$ cat src/rtl/ps2_mouse_tracker_pkg.sv
`default_nettype none
// ============================================================================
//  Module   : mouse_pkg
//  Purpose  : Shared types and constants for the PS/2 mouse tracker: packet
//             decoder state encoding, header bit positions, packet length.
//  Ports    : none (package)
//  Revision : 1.0 - initial release
// ============================================================================
package mouse_pkg;

   // Packet assembly states; explicit 2-bit encoding.
   typedef enum logic [1:0] {
      SKIP = 2'd0,
      HDR  = 2'd1,
      DX   = 2'd2,
      DY   = 2'd3
   } state_t;

   // Bit positions inside the PS/2 header byte.
   localparam int BTN_L = 0;
   localparam int BTN_R = 1;
   localparam int BTN_M = 2;
   localparam int SYNC  = 3;
   localparam int XS    = 4;
   localparam int YS    = 5;
   localparam int XO    = 6;
   localparam int YO    = 7;

   // Bytes per standard PS/2 movement packet.
   localparam int PKT_LEN = 3;

endpackage
`default_nettype wire

$ cat src/rtl/ps2_mouse_tracker_if.sv
`default_nettype none
// ============================================================================
//  Module   : ps2_mouse_tracker_if
//  Purpose  : Bundles the byte-strobe input side and the cursor output side
//             of the mouse tracker.
//  Ports    : master - drives recenter/byte_valid/byte_data, reads results
//             slave  - the tracker: reads bytes, drives x_pos/y_pos/buttons,
//                      packet_valid and sync_error
//  Revision : 1.0 - initial release
// ============================================================================
interface ps2_mouse_tracker_if #(
   parameter int X_W = 10,
   parameter int Y_W = 9
);
   logic           recenter;
   logic           byte_valid;
   logic [7:0]     byte_data;
   logic [X_W-1:0] x_pos;
   logic [Y_W-1:0] y_pos;
   logic [2:0]     buttons;
   logic           packet_valid;
   logic           sync_error;

   modport master (
      output recenter, byte_valid, byte_data,
      input  x_pos, y_pos, buttons, packet_valid, sync_error
   );

   modport slave (
      input  recenter, byte_valid, byte_data,
      output x_pos, y_pos, buttons, packet_valid, sync_error
   );
endinterface
`default_nettype wire

$ cat src/rtl/ps2_mouse_tracker_axis_clamp.sv
`default_nettype none
// ============================================================================
//  Module   : mouse_axis_clamp
//  Purpose  : Signed add or subtract of a 9-bit delta to an unsigned axis
//             position, clamped to 0..LIMIT. Purely combinational.
//  Ports    : pos         - current position (unsigned)
//             delta       - 9-bit two's complement movement
//             subtract    - 1: pos - delta, 0: pos + delta
//             pos_clamped - resulting clamped position
//  Revision : 1.0 - initial release
// ============================================================================
module mouse_axis_clamp #(
   parameter int POS_W = 10,
   parameter int AW    = 12,
   parameter int LIMIT = 319
) (
   input  logic [POS_W-1:0] pos,
   input  logic signed [8:0] delta,
   input  logic             subtract,
   output logic [POS_W-1:0] pos_clamped
);

   localparam logic signed [AW-1:0] c_limit = AW'(LIMIT);

   logic signed [AW-1:0] w_pos_ext;
   logic signed [AW-1:0] w_delta_ext;
   logic signed [AW-1:0] w_sum;

   // Position is zero-extended, delta sign-extended, so the sum never wraps.
   assign w_pos_ext   = signed'({{(AW-POS_W){1'b0}}, pos});
   assign w_delta_ext = signed'({{(AW-9){delta[8]}}, delta});
   assign w_sum       = subtract ? (w_pos_ext - w_delta_ext)
                                 : (w_pos_ext + w_delta_ext);

   always_comb begin
      pos_clamped = w_sum[POS_W-1:0];
      if (w_sum[AW-1]) begin
         pos_clamped = '0;
      end else if (w_sum > c_limit) begin
         pos_clamped = POS_W'(LIMIT);
      end
   end

endmodule
`default_nettype wire

$ cat src/rtl/ps2_mouse_tracker.sv
`default_nettype none
// ============================================================================
//  Module   : ps2_mouse_tracker
//  Purpose  : Assembles 3-byte PS/2 mouse packets from one-cycle byte strobes
//             (with sync check and idle resync) and integrates the deltas
//             into a clamped absolute cursor position plus button state.
//  Ports    : clk    - system clock
//             resetn - asynchronous active-low reset
//             bus    - slave side: recenter, byte_valid, byte_data in;
//                      x_pos, y_pos, buttons, packet_valid, sync_error out
//  Revision : 1.0 - initial release
// ============================================================================
module ps2_mouse_tracker
   import mouse_pkg::*;
#(
   parameter int SCREEN_W    = 320,
   parameter int SCREEN_H    = 240,
   parameter int X_W         = 10,
   parameter int Y_W         = 9,
   parameter int SKIP_BYTES  = 2,
   parameter int TIMEOUT_CYC = 50_000_000
) (
   input  logic               clk,
   input  logic               resetn,
   ps2_mouse_tracker_if.slave bus
);

   localparam int c_aw     = ((X_W > Y_W) ? X_W : Y_W) + 2;
   localparam int c_skip_w = (SKIP_BYTES > 1) ? $clog2(SKIP_BYTES) : 1;
   localparam int c_idle_w = (TIMEOUT_CYC > 1) ? $clog2(TIMEOUT_CYC + 1) : 1;

   localparam logic [X_W-1:0]      c_x_centre  = X_W'(SCREEN_W / 2);
   localparam logic [Y_W-1:0]      c_y_centre  = Y_W'(SCREEN_H / 2);
   localparam logic [c_skip_w-1:0] c_skip_last = c_skip_w'((SKIP_BYTES > 0) ? SKIP_BYTES - 1 : 0);
   localparam logic [c_idle_w-1:0] c_idle_last = c_idle_w'((TIMEOUT_CYC > 0) ? TIMEOUT_CYC - 1 : 0);
   localparam state_t              c_start     = (SKIP_BYTES == 0) ? HDR : SKIP;

   state_t r_state;
   state_t w_state_next;

   logic [c_skip_w-1:0]      r_skip;
   logic [c_idle_w-1:0]      r_idle;
   // [0] = header byte, [1] = dx byte; the dy byte is consumed on arrival.
   logic [PKT_LEN-2:0][7:0]  r_pkt;

   logic [X_W-1:0] r_x;
   logic [Y_W-1:0] r_y;
   logic [2:0]     r_buttons;
   logic           r_packet_valid;
   logic           r_sync_error;

   logic           w_latch_hdr;
   logic           w_latch_dx;
   logic           w_commit;
   logic           w_bad_hdr;
   logic           w_timeout;
   logic           w_idle_done;
   logic           w_in_data;

   logic signed [8:0] w_dx;
   logic signed [8:0] w_dy;
   logic [X_W-1:0]    w_x_new;
   logic [Y_W-1:0]    w_y_new;

   // The stored sync bit is always 1 by construction and carries no data.
   logic w_unused_sync;
   assign w_unused_sync = r_pkt[0][SYNC];

   assign w_in_data   = (r_state == DX) || (r_state == DY);
   assign w_idle_done = (r_idle == c_idle_last);

   // ------------------------------------------------------------------
   // Packet FSM
   // ------------------------------------------------------------------
   always_ff @(posedge clk or negedge resetn) begin
      if (!resetn) begin
         r_state <= c_start;
      end else begin
         r_state <= w_state_next;
      end
   end

   always_comb begin
      w_state_next = r_state;
      w_latch_hdr  = 1'b0;
      w_latch_dx   = 1'b0;
      w_commit     = 1'b0;
      w_bad_hdr    = 1'b0;
      w_timeout    = 1'b0;
      case (r_state)
         SKIP: begin
            if (bus.byte_valid && (r_skip == c_skip_last)) begin
               w_state_next = HDR;
            end
         end
         HDR: begin
            if (bus.byte_valid) begin
               if (bus.byte_data[SYNC]) begin
                  w_latch_hdr  = 1'b1;
                  w_state_next = DX;
               end else begin
                  w_bad_hdr = 1'b1;
               end
            end
         end
         DX: begin
            // A strobe on the expiry cycle takes priority over the timeout.
            if (bus.byte_valid) begin
               w_latch_dx   = 1'b1;
               w_state_next = DY;
            end else if (w_idle_done) begin
               w_timeout    = 1'b1;
               w_state_next = HDR;
            end
         end
         DY: begin
            if (bus.byte_valid) begin
               w_commit     = 1'b1;
               w_state_next = HDR;
            end else if (w_idle_done) begin
               w_timeout    = 1'b1;
               w_state_next = HDR;
            end
         end
         default: begin
            w_state_next = c_start;
         end
      endcase
   end

   // ------------------------------------------------------------------
   // Skip and idle counters
   // ------------------------------------------------------------------
   always_ff @(posedge clk or negedge resetn) begin
      if (!resetn) begin
         r_skip <= '0;
         r_idle <= '0;
      end else begin
         if ((r_state == SKIP) && bus.byte_valid) begin
            r_skip <= (r_skip == c_skip_last) ? '0 : r_skip + 1'b1;
         end
         if (w_in_data && !bus.byte_valid && !w_timeout) begin
            r_idle <= r_idle + 1'b1;
         end else begin
            r_idle <= '0;
         end
      end
   end

   // ------------------------------------------------------------------
   // Delta decode and position update
   // ------------------------------------------------------------------
   assign w_dx = r_pkt[0][XO] ? 9'sd0 : signed'({r_pkt[0][XS], r_pkt[1]});
   assign w_dy = r_pkt[0][YO] ? 9'sd0 : signed'({r_pkt[0][YS], bus.byte_data});

   mouse_axis_clamp #(
      .POS_W (X_W),
      .AW    (c_aw),
      .LIMIT (SCREEN_W - 1)
   ) u_clamp_x (
      .pos         (r_x),
      .delta       (w_dx),
      .subtract    (1'b0),
      .pos_clamped (w_x_new)
   );

   // Mouse +y points up while screen +y points down, hence subtract.
   mouse_axis_clamp #(
      .POS_W (Y_W),
      .AW    (c_aw),
      .LIMIT (SCREEN_H - 1)
   ) u_clamp_y (
      .pos         (r_y),
      .delta       (w_dy),
      .subtract    (1'b1),
      .pos_clamped (w_y_new)
   );

   always_ff @(posedge clk or negedge resetn) begin
      if (!resetn) begin
         r_pkt          <= '0;
         r_x            <= c_x_centre;
         r_y            <= c_y_centre;
         r_buttons      <= '0;
         r_packet_valid <= 1'b0;
         r_sync_error   <= 1'b0;
      end else begin
         r_packet_valid <= w_commit;
         r_sync_error   <= w_bad_hdr | w_timeout;
         if (w_latch_hdr) begin
            r_pkt[0] <= bus.byte_data;
         end
         if (w_latch_dx) begin
            r_pkt[1] <= bus.byte_data;
         end
         if (w_commit) begin
            r_buttons <= {r_pkt[0][BTN_M], r_pkt[0][BTN_R], r_pkt[0][BTN_L]};
         end
         // Recenter overrides a same-cycle commit for position only.
         if (bus.recenter) begin
            r_x <= c_x_centre;
            r_y <= c_y_centre;
         end else if (w_commit) begin
            r_x <= w_x_new;
            r_y <= w_y_new;
         end
      end
   end

   assign bus.x_pos        = r_x;
   assign bus.y_pos        = r_y;
   assign bus.buttons      = r_buttons;
   assign bus.packet_valid = r_packet_valid;
   assign bus.sync_error   = r_sync_error;

endmodule
`default_nettype wire

$ cat src/flat_wrapper.sv
// flat-port wrapper written by rule: the top's interface ports become plain ports
module ps2_mouse_tracker_flat import mouse_pkg::*;
#(
   parameter int SCREEN_W    = 320,
   parameter int SCREEN_H    = 240,
   parameter int X_W         = 10,
   parameter int Y_W         = 9,
   parameter int SKIP_BYTES  = 2,
   parameter int TIMEOUT_CYC = 50_000_000
)
  (clk, resetn, bus_recenter, bus_byte_valid, bus_byte_data, bus_x_pos, bus_y_pos, bus_buttons, bus_packet_valid, bus_sync_error);
  ps2_mouse_tracker_if #(.X_W(X_W), .Y_W(Y_W)) bus_i ();
  input  logic clk;
  input  logic resetn;
  input wire logic [$bits(bus_i.recenter)-1:0] bus_recenter;
  input wire logic [$bits(bus_i.byte_valid)-1:0] bus_byte_valid;
  input wire logic [$bits(bus_i.byte_data)-1:0] bus_byte_data;
  output wire logic [$bits(bus_i.x_pos)-1:0] bus_x_pos;
  output wire logic [$bits(bus_i.y_pos)-1:0] bus_y_pos;
  output wire logic [$bits(bus_i.buttons)-1:0] bus_buttons;
  output wire logic [$bits(bus_i.packet_valid)-1:0] bus_packet_valid;
  output wire logic [$bits(bus_i.sync_error)-1:0] bus_sync_error;
  assign bus_i.recenter = bus_recenter;
  assign bus_i.byte_valid = bus_byte_valid;
  assign bus_i.byte_data = bus_byte_data;
  assign bus_x_pos = bus_i.x_pos;
  assign bus_y_pos = bus_i.y_pos;
  assign bus_buttons = bus_i.buttons;
  assign bus_packet_valid = bus_i.packet_valid;
  assign bus_sync_error = bus_i.sync_error;
  ps2_mouse_tracker #(.SCREEN_W(SCREEN_W), .SCREEN_H(SCREEN_H), .X_W(X_W), .Y_W(Y_W), .SKIP_BYTES(SKIP_BYTES), .TIMEOUT_CYC(TIMEOUT_CYC)) u_core (.clk(clk), .resetn(resetn), .bus(bus_i));
endmodule
$ cat config.mk
export PLATFORM = sky130hd
export DESIGN_NAME = ps2_mouse_tracker_flat
export DESIGN_NICKNAME = d
export VERILOG_FILES = /design/src/rtl/ps2_mouse_tracker_pkg.sv /design/src/rtl/ps2_mouse_tracker_if.sv /design/src/rtl/ps2_mouse_tracker_axis_clamp.sv /design/src/rtl/ps2_mouse_tracker.sv /design/src/flat_wrapper.sv
export SDC_FILE = /design/constraint.sdc
export NUM_CORES = 1
export LEC_CHECK = 0
export ABC_AREA = 0
export CAP_MARGIN = 20
export CORE_ASPECT_RATIO = 1.5
export CORE_MARGIN = 10
export CORE_UTILIZATION = 25
export CTS_CLUSTER_DIAMETER = 60
export DETAILED_ROUTE_END_ITERATION = 10
export SKIP_CTS_REPAIR_TIMING = 1
export SYNTH_ARGS = -nofsm -noshare
export SYNTH_HDL_FRONTEND = slang
export SYNTH_HIERARCHICAL = 1
export SYNTH_SLANG_ARGS = --single-unit
$ cat constraint.sdc
create_clock -name clk -period 5 [get_ports clk]
set_clock_uncertainty 0.1 [all_clocks]
set_input_delay 1.25 -clock clk [delete_from_list [all_inputs] [get_ports clk]]
set_output_delay 1.25 -clock clk [all_outputs]
set_load 0.005 [all_outputs]
==> flow_summary.json, run 1 <==
{
  "power.share.combinational_pct": 57.9,
  "ys_ff_latch": 68,
  "clock.fmax_ghz": 0.246,
  "yosys_most_used_dff": "dfrtp_1",
  "hold_path.class": "reg2reg",
  "core_um2": 18600,
  "clk-insertion-delay-late_ns": 0.34,
  "grt_pass1_wl_um": 19000,
  "h-tree-depth": 3,
  "via_per_inst": 4.71,
  "finalHoldViolations": 0,
  "yosysWarnings": 6,
  "p_sw_mw": 1.50,
  "clock_sinks": 68,
  "yosysTopAreaCellShare_pct": 32.6,
  "die_area_um2": 25100,
  "netlist_area_um2": 4760,
  "outcome": "finished clean",
  "clock_path_buffers": 2,
  "synth_edf_count": 0,
  "dieWidth_um": 133,
  "start_util_pct": 25.6,
  "tightestPinTransition_ns": 0.812,
  "synth.area.top_cells": "dfrtp_1, xnor2_1, ha_1, nand2_1, a21oi_1",
  "power.density_nw_per_um2": 621,
  "synth_area_leader_cell": "dfrtp_1",
  "p_int_mw": 2.01,
  "ir_drop_uv": 213,
  "top_level_ports": 36,
  "multiInputGateArea_um2": 2850,
  "drt_iter0_drc": 169,
  "grt_remaining_overflow": 0,
  "cp-end-kind": "register",
  "ys_seq_area_share_pct": 35.9,
  "tns_ns": 0,
  "routedWlPerCell_um": 13.9,
  "p_leak_nw": 2.19,
  "place_hpwl_um": 8670,
  "cp.arrival_ns": 4.22,
  "setup_viol": 0,
  "slew_violations": 0,
  "max-slew-margin-rel_pct": 45.9,
  "async_reset_ff_share_pct": 100,
  "wl_um": 11300,
  "layout_commonest_cell": "nand2_1",
  "cts_tree": "yes",
  "grt_pass1_vias": 3799,
  "num-nets-final": 591,
  "first_pass_iters": 4,
  "antenna_found_initial": 0,
  "synth.distinct_cells": 68,
  "gp_congestion": 0.813,
  "fillCellCount": 2007,
  "layout_common_cells": "nand2_1, dfrtp_1, a21oi_1, nor2_1, clkdlybuf4s50_1",
  "clk_pin_slew_ns": 0.05,
  "synth_cells": 527,
  "rows": 61,
  "period_share_pct": 81.5,
  "cap_violations": 0,
  "cts-root-buf": "clkbuf_16",
  "regArea_um2": 1710,
  "syn_to_final_growth_pct": 18.7,
  "power_frac_seq_pct": 22.0,
  "clockPowerShare_pct": 20.1,
  "drc": 0,
  "numCtsBuffers": 9,
  "crit_type": "in2reg",
  "grt_max_degree": 37,
  "via_count": 3827,
  "final_layout_size_suffix_gt1_share_pct": 12.5,
  "grt_usage_pct": 9.16,
  "postSynthAreaPerCell_um2": 9.03,
  "ant_nets": 0,
  "period_needed_ns": 4.07,
  "crit_required_ns": 5.14,
  "rsz0062_at_grt": "false",
  "portBuffers": 35,
  "swShare_pct": 42.7,
  "worstSetupStartpointType": "input pin",
  "die_h_um": 189,
  "hold_slack_ns": 0.371,
  "cp_max_fo": 5,
  "antenna_cells": 0
}
kinds of logic (layout without fill, tap and decap cells):
logic type               after synthesis  in the layout  share of synthesized area, %
XOR/XNOR                              44             44                          8.41
flip-flops                            68             68                          35.9
AO/OA/AOI/OAI                        111            111                          15.2
other                                  4              5                         0.315
multiplexers                          17             17                          4.02
AND/OR/NAND/NOR                      215            215                          25.2
adder cells (fa/ha/maj)               24             24                          6.62
buffers and inverters                 44             76                          4.23
metal layers:
metal | vias to the layer above | global-route usage [%] | wire [µm]
li1 | 1925 | - | -
met1 | 1816 | 10.7 | 5130
met2 | 68 | 15.7 | 5520
met3 | 18 | 2.44 | 426
met4 | 0 | 3.23 | 232
met5 | - | 0 | 0
final cells by class:
cell class	instances	area share, %
clock inverter	5	1.48
multi-input combinational	416	50.5
clock buffer	11	4.30
sequential	68	30.2
timing repair buffer	37	6.38
inverter	23	1.53
tap	252	5.58
flip-flops by register name (all words and copies together), names as in the netlist:
name                     count
u_core/bus.buttons           3
u_core/r_skip                1
u_core/r_state               2
u_core/bus.x_pos            10
u_core/r_pkt                15
u_core/bus.y_pos             9
u_core/bus.packet_valid      1
u_core/bus.sync_error        1
u_core/r_idle               26
path summary, 6_finish.rpt:
kind	startpoint	end	slack [ns]	depth (start not counted)
setup / recovery	bus_byte_data[1]	u_core/bus.y_pos[2]$_DFFE_PN0P_	0.93	13
hold / removal	u_core/bus.buttons[2]$_DFFE_PN0P_	u_core/bus.buttons[2]$_DFFE_PN0P_	0.37	2
setup reg to reg	u_core/r_pkt[6]$_DFFE_PN0P_	u_core/bus.x_pos[0]$_DFFE_PN0P_	0.98	13
hold reg to reg	u_core/bus.buttons[2]$_DFFE_PN0P_	u_core/bus.buttons[2]$_DFFE_PN0P_	0.37	2
max in group asynchronous	resetn	u_core/bus.y_pos[6]$_DFFE_PN1P_	2.93	2
min in group asynchronous	resetn	u_core/r_idle[6]$_DFF_PN0_	0.91	1
per-stage QoR:
step           cell area, µm²  cells  worst slack (ns)  power [mW]  utilization (%)
6_report                 5650    812             0.927        3.51             30.3
5_1_grt                  5650    812             0.602        3.81             30.3
4_1_cts                  5650    812             0.955        3.52             30.3
3_5_place_dp             5320    796             0.617        2.80             28.6
3_3_place_gp             5320    796             0.658        2.79             28.6
2_1_floorplan            4760    528              1.38        2.35                -
worst max-delay path, stage by stage:
cell and delay [ns]:
clkdlybuf4s50_1 0.49, nor2b_1 0.25, mux2_2 0.23, inv_1 0.05, ha_1 0.26, nor2b_1 0.14, o31ai_1 0.40, a21oi_1 0.15
xnor2_1 0.17, or3_1 0.42, a31oi_1 0.20, nand2_1 0.07, a21oi_1 0.15
cell usage after synthesis, types with 8 or more instances:
cell type  count
a31oi_1       12
o31ai_1        8
mux2_2        17
nor2b_1       21
o21ai_0       11
nand3_1       12
ha_1          22
nor3_1        11
nand2_1       64
a21oi_1       46
xor2_1         9
xnor2_1       33
nand2b_1       9
nand3b_1       8
inv_1         23
nor2_1        42
dfrtp_1       62
clkbuf_1      10
power by group through the flow:
stage | Clock, mW | Combinational (mW) | Sequential (mW)
2_1_floorplan | 0 | 1.61 | 0.745
3_3_place_gp | 0 | 2.00 | 0.785
3_5_place_dp | 0 | 2.02 | 0.784
4_1_cts | 0.719 | 2.03 | 0.775
5_1_grt | 0.742 | 2.28 | 0.792
6_report | 0.703 | 2.03 | 0.772
No activity file was read; power rests on OpenSTA's default activity.
==> run 2, diff against run 1 <==
- clock period: 5 -> 3.3 ns (I/O delays scaled with it)
==> flow_summary.json, run 2 (synthesis gave the netlist of run 1 again) <==
{
  "portBuffers": 35,
  "hold_path.class": "reg2reg",
  "slowest_delay_ns": 0.50,
  "preCtsSetupSlack_ns": -0.484,
  "grt_pass1_wl_um": 19100,
  "failed_checks": "setup timing",
  "antenna_found_initial": 4,
  "cp-end-kind": "register",
  "dieWidth_um": 133,
  "first_pass_iters": 4,
  "cpMaxStageDelayCell": "or4_4",
  "die_area_um2": 25100,
  "clock_path_buffers": 2,
  "grt_usage_pct": 9.05,
  "h-tree-depth": 3,
  "layout_commonest_cell": "nand2_1",
  "hold_slack_ns": 0.369,
  "slew_violations": 0,
  "setup_viol": 3,
  "via_per_inst": 4.56,
  "cp.arrival_ns": 3.40,
  "swShare_pct": 39.7,
  "die_h_um": 189,
  "drt_iter0_drc": 107,
  "period_needed_ns": 3.32,
  "p_leak_nw": 2.63,
  "place_hpwl_um": 8820,
  "largest_reg_flops": 26,
  "outcome": "finished, violations left",
  "cp_max_fo": 7,
  "grt_remaining_overflow": 0,
  "period_share_pct": 101,
  "crit_buf_inv": 2,
  "cp_top_family": "simple AND/OR/NAND/NOR gates",
  "cts-root-buf": "clkbuf_16",
  "start_util_pct": 25.6,
  "core_um2": 18600,
  "p_int_mw": 3.87,
  "gp_congestion": 0.771,
  "numCtsBuffers": 9,
  "power.density_nw_per_um2": 997,
  "worstSetupStartpointType": "register",
  "crit_chain": "buf_6 > nor2b_4 > nor4_4 > nor3b_4 > a21oi_2 > xnor2_2 > ha_4 > nand4_1 > a21oi_2 > or4_4 > a211oi_4 > buf_6 > a31oi_1 > nand2_1 > a21oi_2",
  "clk-insertion-delay-late_ns": 0.34,
  "ir_drop_uv": 301,
  "placed_cells": 851,
  "syn_to_final_growth_pct": 35.1,
  "top_level_ports": 36,
  "wl_um": 11400,
  "power_frac_seq_pct": 18.5,
  "rsz0062_at_grt": "true",
  "grt_max_degree": 46,
  "clk_pin_slew_ns": 0.05,
  "via_count": 3976,
  "cap_violations": 0,
  "clock_sinks": 68,
  "clockPowerShare_pct": 16.6,
  "ant_nets": 0,
  "max-slew-margin-rel_pct": 42.6,
  "cts_tree": "yes",
  "crit_type": "reg2reg",
  "tightestPinTransition_ns": 0.859,
  "cp_common_cell": "a21oi_2",
  "final_layout_size_suffix_gt1_share_pct": 28.6,
  "p_sw_mw": 2.55,
  "num-nets-final": 649,
  "finalHoldViolations": 0,
  "layout_common_cells": "nand2_1, dfrtp_1, buf_4, nor2_1, a21oi_1",
  "setup_slack_ns": -0.0243,
  "power.share.combinational_pct": 64.9,
  "crit_required_ns": 3.38,
  "clock.fmax_ghz": 0.301,
  "routedWlPerCell_um": 13.1,
  "grt_pass1_vias": 3956,
  "fin_cells": 871,
  "drc": 0,
  "regMostFlops": "u_core/r_idle",
  "rows": 61
}
## run 2: cell types whose count changed in the layout (fill, tap and decap cells not counted), moves of 6 or more
cell,change
a21oi_2,+9
a21oi_1,-11
clkdlybuf4s50_1,-7
nor2b_4,+6
buf_4,+54
dlymetal6s2s_1,+7
nor2b_2,+9
nor2b_1,-15
## run 2: power groups by stage
stage / Clock (mW) / Sequential (mW) / Combinational (mW)
floorplan: 0 / 1.13 / 2.44
detailed placement: 0 / 1.17 / 3.69
global placement: 0 / 1.17 / 3.66
CTS: 1.09 / 1.16 / 3.71
finish: 1.07 / 1.18 / 4.16
global route: 1.12 / 1.22 / 4.61
## run 2: tightest hold or removal path: stages (launching register included)
cell,delay (ns)
dfrtp_1,0.34
nand2_1,0.05
nand2_1,0.05
## run 2: layer usage
| layer | track usage (%) | share of wire, % | vias up |
|---|---|---|---|
| met5 | 0 | 0.12 | - |
| met4 | 2.55 | 1.1 | 4 |
| met3 | 2.12 | 3.6 | 18 |
| met2 | 15.8 | 51 | 50 |
| met1 | 10.8 | 44 | 1865 |
| li1 | - | - | 2039 |
## run 2: cell type report
cell class | count | area [µm²]
fillers | 1936 | 12200
multi-input cells | 416 | 3130
flip-flops and latches | 68 | 1710
repair buffers | 95 | 846
well taps | 252 | 315
clock buffers | 11 | 253
inverters | 23 | 86.3
clock inverters | 5 | 83.8
diodes | 1 | 2.50
## run 2: worst paths after layout
path                       slack (ns)                        start  depth (start not counted)                                end
hold / removal                   0.37  u_core/r_pkt[1]$_DFFE_PN0P_                          2  u_core/bus.buttons[1]$_DFFE_PN0P_
hold reg to reg                  0.37  u_core/r_pkt[1]$_DFFE_PN0P_                          2  u_core/bus.buttons[1]$_DFFE_PN0P_
max in group asynchronous        2.01                       resetn                          2    u_core/bus.y_pos[6]$_DFFE_PN1P_
setup / recovery                -0.02  u_core/r_pkt[6]$_DFFE_PN0P_                         15    u_core/bus.x_pos[0]$_DFFE_PN0P_
min in group asynchronous        0.39                       resetn                          1    u_core/bus.sync_error$_DFF_PN0_
setup reg to reg                -0.02  u_core/r_pkt[6]$_DFFE_PN0P_                         15    u_core/bus.x_pos[0]$_DFFE_PN0P_
## run 2: per-stage QoR
step | area (µm²) | power, mW | utilization [%] | setup TNS, ns
after floorplan | 4760 | 3.57 | - | 0
after global placement | 5760 | 4.83 | 30.9 | -4.38
after detailed placement | 5760 | 4.86 | 30.9 | -4.78
after CTS | 6100 | 5.95 | 32.7 | -2.16
after global routing | 6430 | 6.94 | 34.5 | -1.60
final | 6430 | 6.42 | 34.5 | -0.0327
==> run 3, diff against run 2 <==
- GPL_TIMING_DRIVEN: not set -> 0
- SLEW_MARGIN: not set -> 20
==> flow_summary.json, run 3 (synthesis gave the netlist of run 1 again) <==
{
  "outcome": "finished, violations left",
  "failed_checks": "setup timing",
  "clock_path_buffers": 2,
  "setup_slack_ns": -0.144,
  "reg2reg_setup_slack_ns": -0.14,
  "drt_iter0_drc": 164,
  "max-slew-margin-rel_pct": 63.8,
  "grt_pass1_vias": 3738,
  "preCtsSetupSlack_ns": -0.795,
  "clk-insertion-delay-late_ns": 0.34,
  "p_leak_nw": 2.52,
  "final_area_um2": 6270,
  "rows": 61,
  "routedWlPerCell_um": 14.3,
  "placed_area_um2": 5430,
  "wl_um": 12200,
  "dieWidth_um": 133,
  "crit_required_ns": 3.40,
  "regMostFlops": "u_core/r_idle",
  "syn_to_final_growth_pct": 31.8,
  "portBuffers": 33,
  "grt_pass1_wl_um": 19000,
  "largest_reg_flops": 26,
  "drc": 0,
  "layout_commonest_cell": "nand2_1",
  "fillCellCount": 1929,
  "grt_remaining_overflow": 0,
  "slew_violations": 0,
  "ir_drop_uv": 328,
  "worstSetupStartpointType": "register",
  "period_needed_ns": 3.44,
  "gp_congestion": 0.830,
  "numCtsBuffers": 9,
  "grt_usage_pct": 9.20,
  "p_total_mw": 6.18,
  "clk_pin_slew_ns": 0.06,
  "power.density_nw_per_um2": 986,
  "die_h_um": 189,
  "cp-end-kind": "register",
  "cp_max_fo": 7,
  "via_per_inst": 4.71,
  "clock.fmax_ghz": 0.290,
  "place_hpwl_um": 8890,
  "cts-root-buf": "clkbuf_16",
  "setup_viol": 9,
  "fin_util_pct": 33.7,
  "rsz0062_at_grt": "true",
  "period_share_pct": 104,
  "die_area_um2": 25100,
  "first_pass_iters": 4,
  "start_util_pct": 25.6,
  "num-nets-final": 633,
  "crit_type": "reg2reg",
  "cts_tree": "yes",
  "core_um2": 18600,
  "clock_sinks": 68,
  "tightestPinTransition_ns": 0.541,
  "layout_common_cells": "nand2_1, dfrtp_1, a21oi_1, nor2_1, xnor2_1",
  "final_layout_size_suffix_gt1_share_pct": 25.2,
  "cp.arrival_ns": 3.54,
  "cap_violations": 0,
  "antenna_found_initial": 7,
  "ant_nets": 0,
  "via_count": 4038,
  "top_level_ports": 36,
  "hold_path.class": "in2async",
  "finalHoldViolations": 0,
  "grt_max_degree": 37,
  "h-tree-depth": 3
}
-- run 3: cell count changes in the layout (fill, tap and decap cells not counted), sizes merged, moves of 2 or more --
cell and change:
diode +2, clkinv +3, clkbuf +7, clkdlybuf4s50 -2
buf -23, clkinvlp -2
-- run 3: routing by layer --
layer	up-vias	track usage, %	wire, µm
li1	2004	-	-
met1	1953	10.2	5080
met2	56	16.0	6260
met5	-	0	46
met4	8	1.78	119
met3	17	4.00	721
-- run 3: metrics by stage --
step | TNS (ns) | std cells | hold WS [ns]
after floorplan | 0 | 528 | 0.333
after global placement | -77.08 | 813 | 0.358
after detailed placement | -10.66 | 814 | 0.363
after CTS | -8.14 | 830 | 0.351
after global routing | -2.42 | 857 | 0.354
final | -0.908 | 857 | 0.338
-- run 3: layout make-up --
cell class	count	area [µm²]	share of cell area (%)
tap	252	315	5.03
timing repair buffer	59	562	8.96
multi-input combinational	416	3150	50.3
inverter	23	86.3	1.38
clock inverter	7	100	1.60
clock buffer	9	225	3.59
antenna	3	7.51	0.120
sequential	68	1710	27.3
buffer	20	111	1.78
-- run 3: critical path: stages, from the launching register on --
cell	delay, ns
dfrtp_1	0.39
nor2b_2	0.18
nor4_4	0.34
nor3b_4	0.27
a21oi_2	0.08
xnor2_1	0.21
ha_2	0.35
nand4_1	0.10
a21oi_2	0.06
or4_4	0.50
a211oi_4	0.24
buf_4	0.15
buf_6	0.11
a31oi_1	0.07
nand2_1	0.07
a21oi_1	0.06
-- run 3: worst paths after layout --
kind | startpoint | endpoint | depth (start not counted)
hold / removal | resetn | u_core/r_idle[20]$_DFF_PN0_ | 1
min in group clk | u_core/bus.buttons[1]$_DFFE_PN0P_ | u_core/bus.buttons[1]$_DFFE_PN0P_ | 2
hold reg to reg | u_core/bus.buttons[1]$_DFFE_PN0P_ | u_core/bus.buttons[1]$_DFFE_PN0P_ | 2
setup / recovery | u_core/r_pkt[13]$_DFFE_PN0P_ | u_core/bus.x_pos[3]$_DFFE_PN0P_ | 15
max in group asynchronous | resetn | u_core/bus.x_pos[5]$_DFFE_PN1P_ | 2
setup reg to reg | u_core/r_pkt[13]$_DFFE_PN0P_ | u_core/bus.x_pos[3]$_DFFE_PN0P_ | 15
-- run 3: report_power, final --
group          internal, mW  switching (mW)  total, mW  leakage [nW]
Clock                 0.666           0.387       1.05         0.160
Combinational          1.87            2.07       3.94          1.48
Sequential             1.02           0.173       1.19         0.885
